[src/rtl/hexdisp_pkg.sv]
// Shared types and the seven-segment glyph table for the hex display engine.
// Segments are active-low, bit order g..a (bit 6 = g, bit 0 = a).
package hexdisp_pkg;

    typedef logic [3:0] hex_digit_t;
    typedef logic [6:0] seg_t;

    localparam seg_t SEG_BLANK = 7'h7F;

    // 0-9, A, b, C, d, E, F
    localparam seg_t GLYPH_TABLE [16] = '{
        7'h40, 7'h79, 7'h24, 7'h30,
        7'h19, 7'h12, 7'h02, 7'h78,
        7'h00, 7'h10, 7'h08, 7'h03,
        7'h46, 7'h21, 7'h06, 7'h0E
    };

endpackage

[src/rtl/seven_seg_decode.sv]
// Combinational hex-digit to active-low segment decoder; hidden digits go blank.
module seven_seg_decode
    import hexdisp_pkg::*;
(
    input  hex_digit_t digit,
    input  logic       visible,
    output seg_t       seg
);

    always_comb begin
        seg = visible ? GLYPH_TABLE[digit] : SEG_BLANK;
    end

endmodule

[src/rtl/hex_display_buffer.sv]
// Registered multi-digit seven-segment engine with addressed writes, shift-in and blanking.
// Define HEXDISP_BLINK_EN to build the blink prescaler and honour blink_mask.
module hex_display_buffer
    import hexdisp_pkg::*;
#(
    parameter int NUM_DIGITS = 8,
    parameter int BLINK_DIV  = 25_000_000,
    parameter int ADDR_W     = (NUM_DIGITS > 1) ? $clog2(NUM_DIGITS) : 1
) (
    input  logic                    clock,
    input  logic                    reset,
    input  logic                    wr_en,
    input  logic [ADDR_W-1:0]       wr_addr,
    input  logic [3:0]              wr_data,
    input  logic                    shift_en,
    input  logic [3:0]              shift_data,
    input  logic [NUM_DIGITS-1:0]   turn_on,
    input  logic [NUM_DIGITS-1:0]   blink_mask,
    output logic                    wr_drop,
    output logic [7*NUM_DIGITS-1:0] hex_out
);

    logic [4*NUM_DIGITS-1:0] store_reg;
    logic [4*NUM_DIGITS-1:0] store_next;
    logic [7*NUM_DIGITS-1:0] hex_out_reg;
    logic [7*NUM_DIGITS-1:0] seg_next;
    logic                    wr_drop_reg;
    logic                    wr_drop_next;
    logic                    wr_accept;
    logic                    wr_in_range;
    logic [NUM_DIGITS-1:0]   visible;
    logic [2**ADDR_W-1:0]    addr_valid;

    // Addresses past the last digit exist only when NUM_DIGITS is not a power of two.
    for (genvar gi = 0; gi < 2**ADDR_W; gi++) begin : g_addr_valid
        assign addr_valid[gi] = (gi < NUM_DIGITS);
    end

    assign wr_in_range  = addr_valid[wr_addr];
    assign wr_accept    = wr_en && !shift_en && wr_in_range;
    assign wr_drop_next = wr_en && !wr_accept;

`ifdef HEXDISP_BLINK_EN
    localparam int CNT_W = $clog2(BLINK_DIV);

    logic [CNT_W-1:0] blink_cnt_reg;
    logic [CNT_W-1:0] blink_cnt_next;
    logic             blink_phase_reg;
    logic             blink_phase_next;

    always_comb begin
        blink_cnt_next   = blink_cnt_reg + CNT_W'(1);
        blink_phase_next = blink_phase_reg;
        if (blink_cnt_reg == CNT_W'(BLINK_DIV - 1)) begin
            blink_cnt_next   = '0;
            blink_phase_next = ~blink_phase_reg;
        end
    end

    always_ff @(posedge clock) begin
        if (reset) begin
            blink_cnt_reg   <= '0;
            blink_phase_reg <= 1'b0;
        end else begin
            blink_cnt_reg   <= blink_cnt_next;
            blink_phase_reg <= blink_phase_next;
        end
    end

    assign visible = turn_on & ~(blink_mask & {NUM_DIGITS{blink_phase_reg}});
`else
    logic unused_blink;
    assign unused_blink = ^{blink_mask, BLINK_DIV[0]};
    assign visible      = turn_on;
`endif

    for (genvar gi = 0; gi < NUM_DIGITS; gi++) begin : g_digit
        hex_digit_t shift_src;

        // Digit 0 takes the shift-in value; every other digit takes its right neighbour.
        if (gi == 0) begin : g_lsd
            assign shift_src = shift_data;
        end else begin : g_upper
            assign shift_src = store_reg[4*(gi-1) +: 4];
        end

        assign store_next[4*gi +: 4] =
            shift_en                                   ? shift_src :
            (wr_accept && (wr_addr == ADDR_W'(gi)))    ? wr_data   :
                                                         store_reg[4*gi +: 4];

        seven_seg_decode u_decode (
            .digit   (store_reg[4*gi +: 4]),
            .visible (visible[gi]),
            .seg     (seg_next[7*gi +: 7])
        );
    end

    always_ff @(posedge clock) begin
        if (reset) begin
            store_reg   <= '0;
            hex_out_reg <= '1;
            wr_drop_reg <= 1'b0;
        end else begin
            store_reg   <= store_next;
            hex_out_reg <= seg_next;
            wr_drop_reg <= wr_drop_next;
        end
    end

    assign hex_out = hex_out_reg;
    assign wr_drop = wr_drop_reg;

endmodule

[config.mk]
export PLATFORM = sky130hd
export DESIGN_NAME = hex_display_buffer
export DESIGN_NICKNAME = d
export VERILOG_FILES = /design/src/rtl/hexdisp_pkg.sv /design/src/rtl/seven_seg_decode.sv /design/src/rtl/hex_display_buffer.sv
export SDC_FILE = /design/constraint.sdc
export NUM_CORES = 1
export LEC_CHECK = 0
export BUFFER_PORTS_ARGS = -buffer_cell sky130_fd_sc_hd__clkbuf_2
export CAP_MARGIN = 25
export CORE_UTILIZATION = 55
export DETAILED_ROUTE_END_ITERATION = 12
export PLACE_DENSITY = 0.78
export SKIP_LAST_GASP = 1
export SYNTH_ARGS = -nofsm -noshare
export SYNTH_HDL_FRONTEND = slang
export SYNTH_HIERARCHICAL = 1
export SYNTH_SLANG_ARGS = --single-unit
[constraint.sdc]
create_clock -name clock -period 1.8 [get_ports clock]
set_input_delay 0.09 -clock clock [delete_from_list [all_inputs] [get_ports clock]]
set_output_delay 0.09 -clock clock [all_outputs]
set_load 0.03 [all_outputs]
# ---- Yosys cells after proc, flatten, opt, wreduce, memory -nomap -nowiden
# Memory sizes are Yosys's and may differ from the RTL's. A register that Yosys moved wholly into a read port is not among the register bits.
# Cells that the tools add are included.
dict set report totals {
  n_memories 9
  rom_bits 904
  reg_bits 33
  in_bits 31
}
dict set report classes {
  bitwise 16
  n_lt_le_gt_ge 1
  reduce_logical 30
  n_mux 17
  n_eq_ne 7
}
# name words word_bits read_ports rd_ports_with_merged_regs wr line_no
set mem_list {}
lappend mem_list {{(no name shown)} 16 7 1 1 0 seven_seg_decode.sv:11} ;# seg = visible ? GLYPH_TABLE[digit] : SEG_BLANK;
lappend mem_list {{(no name shown)} 16 7 1 1 0 seven_seg_decode.sv:11}
lappend mem_list {{(no name shown)} 16 7 1 1 0 seven_seg_decode.sv:11}
lappend mem_list {{(no name shown)} 16 7 1 1 0 seven_seg_decode.sv:11}
lappend mem_list {{(no name shown)} 16 7 1 1 0 seven_seg_decode.sv:11}
lappend mem_list {{(no name shown)} 16 7 1 1 0 seven_seg_decode.sv:11}
lappend mem_list {{3 more memories} - - - - - -}
# cell count
set op_table {}
lappend op_table {{$mux 4} 16}
lappend op_table {{$not 4->5} 8}
lappend op_table {{$reduce_bool 2->1} 8}
lappend op_table {{$reduce_or 2->1} 8}
lappend op_table {{$eq 3x3->1 const B} 4}
lappend op_table {{$logic_and 1x1->1} 11}
lappend op_table {{$not 1->1} 8}
lappend op_table {{$eq 3x2->1 const B} 2}
lappend op_table {{$lt 3x4->1 const B} 1}
lappend op_table {{$eq 3x1->1 const B} 1}
lappend op_table {{$logic_not 3->1} 1}
lappend op_table {{$logic_not 1->1} 2}
lappend op_table {{$mux 1} 1}

# ---- Logic depth before layout (Yosys ltp)
dict set report depth {
  word_depth 6
  ltp_mapped 5
}

# ---- By module
# The synthesis kept the hierarchy.
# mod cells_per_inst instances area_per_inst_um2 seq_area_each_um2
set by_module_without_submodules {}
lappend by_module_without_submodules {hex_display_buffer 300 1 3104.2 1781.7}
lappend by_module_without_submodules {seven_seg_decode 37 8 304.0 0.0}

# ---- Worst setup path before layout
# Ideal clock, no wire load.
dict set report synth_timing {
  path_kind {flip-flop to flip-flop}
  from {reg store_reg[16]}
  to {reg hex_out_reg[31] (netlist: hex_out[31])}
  arrival_time_ps 1390
  t_required_ps 1744
  setup_slack_ps 354
  path_buffers 0
  path_stages_with_launch 6
  path_cell_list {dfxtp_1 > inv_1 > ha_1 > or2_2 > a32oi_1 > or2_2}
}
dict set report synth_between {
  elab_chain_cells 1
}
# element line_no
set synth_lines {}
lappend synth_lines {{from (decl)} hex_display_buffer.sv:23} ;# logic [4*NUM_DIGITS-1:0] store_reg;
lappend synth_lines {{from (signal assigned)} hex_display_buffer.sv:105} ;# store_reg <= store_next;
lappend synth_lines {{$not 4->5 (implied by the code)} seven_seg_decode.sv:11}
lappend synth_lines {{to (decl)} hex_display_buffer.sv:25} ;# logic [7*NUM_DIGITS-1:0] hex_out_reg;
# Every way passes these cells.
# A chain may end at the register's enable or synchronous reset.

# ---- Worst setup path after layout
dict set report layout_timing {
  from {reg store_reg[25]}
  to {reg hex_out_reg[45] (netlist: hex_out[45])}
}
# The elaborated chain is that of the path after synthesis.

==> key figures <==
Timing
  – Max-slew violations: 0
  – Tmin final: 1.61 ns
  – Fin. Hold Viols: 0
  – Setup_tns: 0 ns
  – RSZ-0062 raised after global routing: no
  – Max-slew headroom: between 50% and 60%
  – Tcrit/Tclk final: 89.4%
  – Fmax achieved: between 600 and 700 MHz
  – WHS: 0.0550 ns
  – Slew @ Worst Pin: between 0.6 and 0.7 ns
  – Layout Skew: 0.0130 ns
  – Final setup vio count: 0

Clock tree
  – Post-CTS setup buffer count: 0
  – Sink Count: 89
  – CTS hold repair buffers: 0
  – Worst-path clk slew: ~0.090 ns
  – Clock buffer depth: 2
  – CTS tree: yes
  – Cts bufs inserted: 9
  – Resized cells post-CTS: 0
  – Clk root buf: clkbuf_8
  – Latest clock arrival within the worst-skew pair: 0.37 ns
  – # H-tree levels: 3

Worst setup path
  – R2r startpoint: store_reg[25]
  – Worst setup path start: store_reg[25]
  – Worst-path maximum fanout: 8
  – CP required: 2.12 ns
  – Flop-to-flop setup slack: 0.19 ns
  – Worst Path Arrival: 1.93 ns
  – R2R Path End: hex_out[45]
  – Crit. End Element: register
  – WS Path Type: register to register
  – Startpoint Class: register
  – Reg2Reg Depth: 5

Floorplan
  – Initial Utilization: 56.6%
  – Die Area: 0.0105 mm2
  – # IOs: 88
  – Core ar.: 0.00977 mm2
  – DIE WIDTH: 102 um
  – Die span in y: ~100 um
  – Rows: 36

Finish
  – Fraction of layout cells with a size suffix above 1: 29.8%
  – # nets final: about 750
  – Area grow syn2layout: 12.3%
  – Final Cell Area: 0.00622 mm2
  – Max FFs per register: 56
  – Finished Layout Cells: 798
  – Filler cell count: 840
  – ANT cells: 0

Synthesis
  – EDFF count, synth: 0
  – Count of different cell masters after synthesis: 34
  – Mapped Nets: approximately 680
  – Top cells by count, synth: dfxtp_1 (89), or2_2 (64), ha_1 (56)
  – Sequential-to-total area share from yosys stat: around a third
  – Post-Synthesis Cell Area: 0.00554 mm2
  – Synthesis warning total: 6
  – Syn Inst Count: just under 600
  – Post-synth ARST share: 0%
  – Dominant cells by area after synthesis: dfxtp_1 (32%), ha_1 (13%), mux2i_1 (7.2%), or2_2 (7.2%), nand2_1 (2.9%)
  – Top cell type's share of synthesized area: between 30% and 40%
  – Yosys reg bits: 89
  – Mean post-synth cell area: around 9.3 um2
  – Synth area leader: dfxtp_1
  – Top-count cell post-synth: dfxtp_1
  – Top_reg_cell synth: dfxtp_1

Worst hold path
  – Hold path cells: 3
  – Endpoint, Worst Hold: hex_out[32]
  – Hold Crit Class: input port to register
  – HP Start: turn_on[4]

Drt
  – DR pass1 iterations: 4
  – Routed WL per cell: 14.1 um
  – Drt drc: 0
  – DRT iter0 DRCs: 142
  – Detailed Route WL: 11200 um
  – Vias/cell: around 5.6
  – Post-route ant nets: 0
  – Via Count: between 4000 and 5000

Place
  – DP Cell Count: between 700 and 800
  – Post-DP HPWL: 7880 um
  – IO Port Bufs: 79
  – Placed cell area: ~0.006 mm2
  – RD Place Congestion: between 0.8 and 0.9

Power and ir drop
  – Maximum vdd drop: 0.432 mV
  – Pleak: 0.00260 uW
  – Power Density: 824 mW/mm2
  – Final Power: 5120 uW

GRT
  – GRT Resource Usage Total: 22.5%
  – Largest net degree at the start of global routing: 80
  – Initial antenna violation count: 0
  – Remaining Overflow, GRT: 0
  – Vias in the first global route: 4114
  – First-pass GRT wire length: between 15000 and 20000 um

Status
  – Outcome: complete, no violations

Flow run
  – Max Cap Violations: 0
==> cells by family (layout without fill, tap and decap cells) <==
group | after synthesis | in the layout | synth area share (%)
and+or+nand+nor | 203 | 203 | 20.7
AOI/OAI and AO/OA | 133 | 133 | 20.4
DFF | 89 | 89 | 32.2
buffers and inverters | 75 | 144 | 6.85
adders and majority gates | 56 | 56 | 12.7
muxes | 40 | 40 | 7.23
==> final cells by class <==
| type | count | area, um2 | share of cell area, % |
|---|---|---|---|
| clock inverters | 5 | 103 | 1.65 |
| flip-flops and latches | 89 | 1780 | 28.7 |
| well taps | 133 | 166 | 2.68 |
| multi-input cells | 432 | 3380 | 54.3 |
| clock buffers | 11 | 141 | 2.27 |
| inverters | 34 | 128 | 2.05 |
| repair buffers | 94 | 520 | 8.37 |
==> cells in the final DEF (no fill, tap or decap), types with 20 or more instances in the layout <==
cell type and n:
clkbuf_2 79, dfxtp_1 89, ha_1 56, inv_1 26, mux2i_1 40, nand2_1 43
nand2b_1 20, nor2_1 20, o21ai_1 20, or2_2 64
==> power by group <==
group	total [uW]	switching (uW)	internal, uW
clock network	1670	714	958
logic	1160	655	504
registers	2290	174	2120
==> routing by layer <==
metal	part of all wire [%]	global-route usage, %	vias up
met1	45	27.4	2089
met5	0	0	-
met4	1.4	8.24	0
li1	-	-	2246
met2	51	39.2	81
met3	3.4	4.31	13
==> worst max-delay path: stages (launching register included) <==
cell	delay, ns
dfxtp_1	0.50
inv_1	0.15
ha_1	0.31
or2_2	0.30
a32oi_1	0.18
or2_2	0.13
==> worst max-delay path by stage <==
stage	endpoint
final	hex_out[45]
after global routing	hex_out[45]
after CTS	hex_out[45]
after detailed placement	hex_out[45]
after global placement	hex_out[45]
after floorplan	hex_out[31]
==> per-stage QoR <==
step | setup WS, ns | utilization [%]
floorplan | 0.354 | -
global placement | 0.274 | 61.1
detailed placement | 0.235 | 61.1
CTS | 0.205 | 63.6
global route | 0.0660 | 63.6
finish | 0.190 | 63.6
No activity file was read; power rests on OpenSTA's default activity.
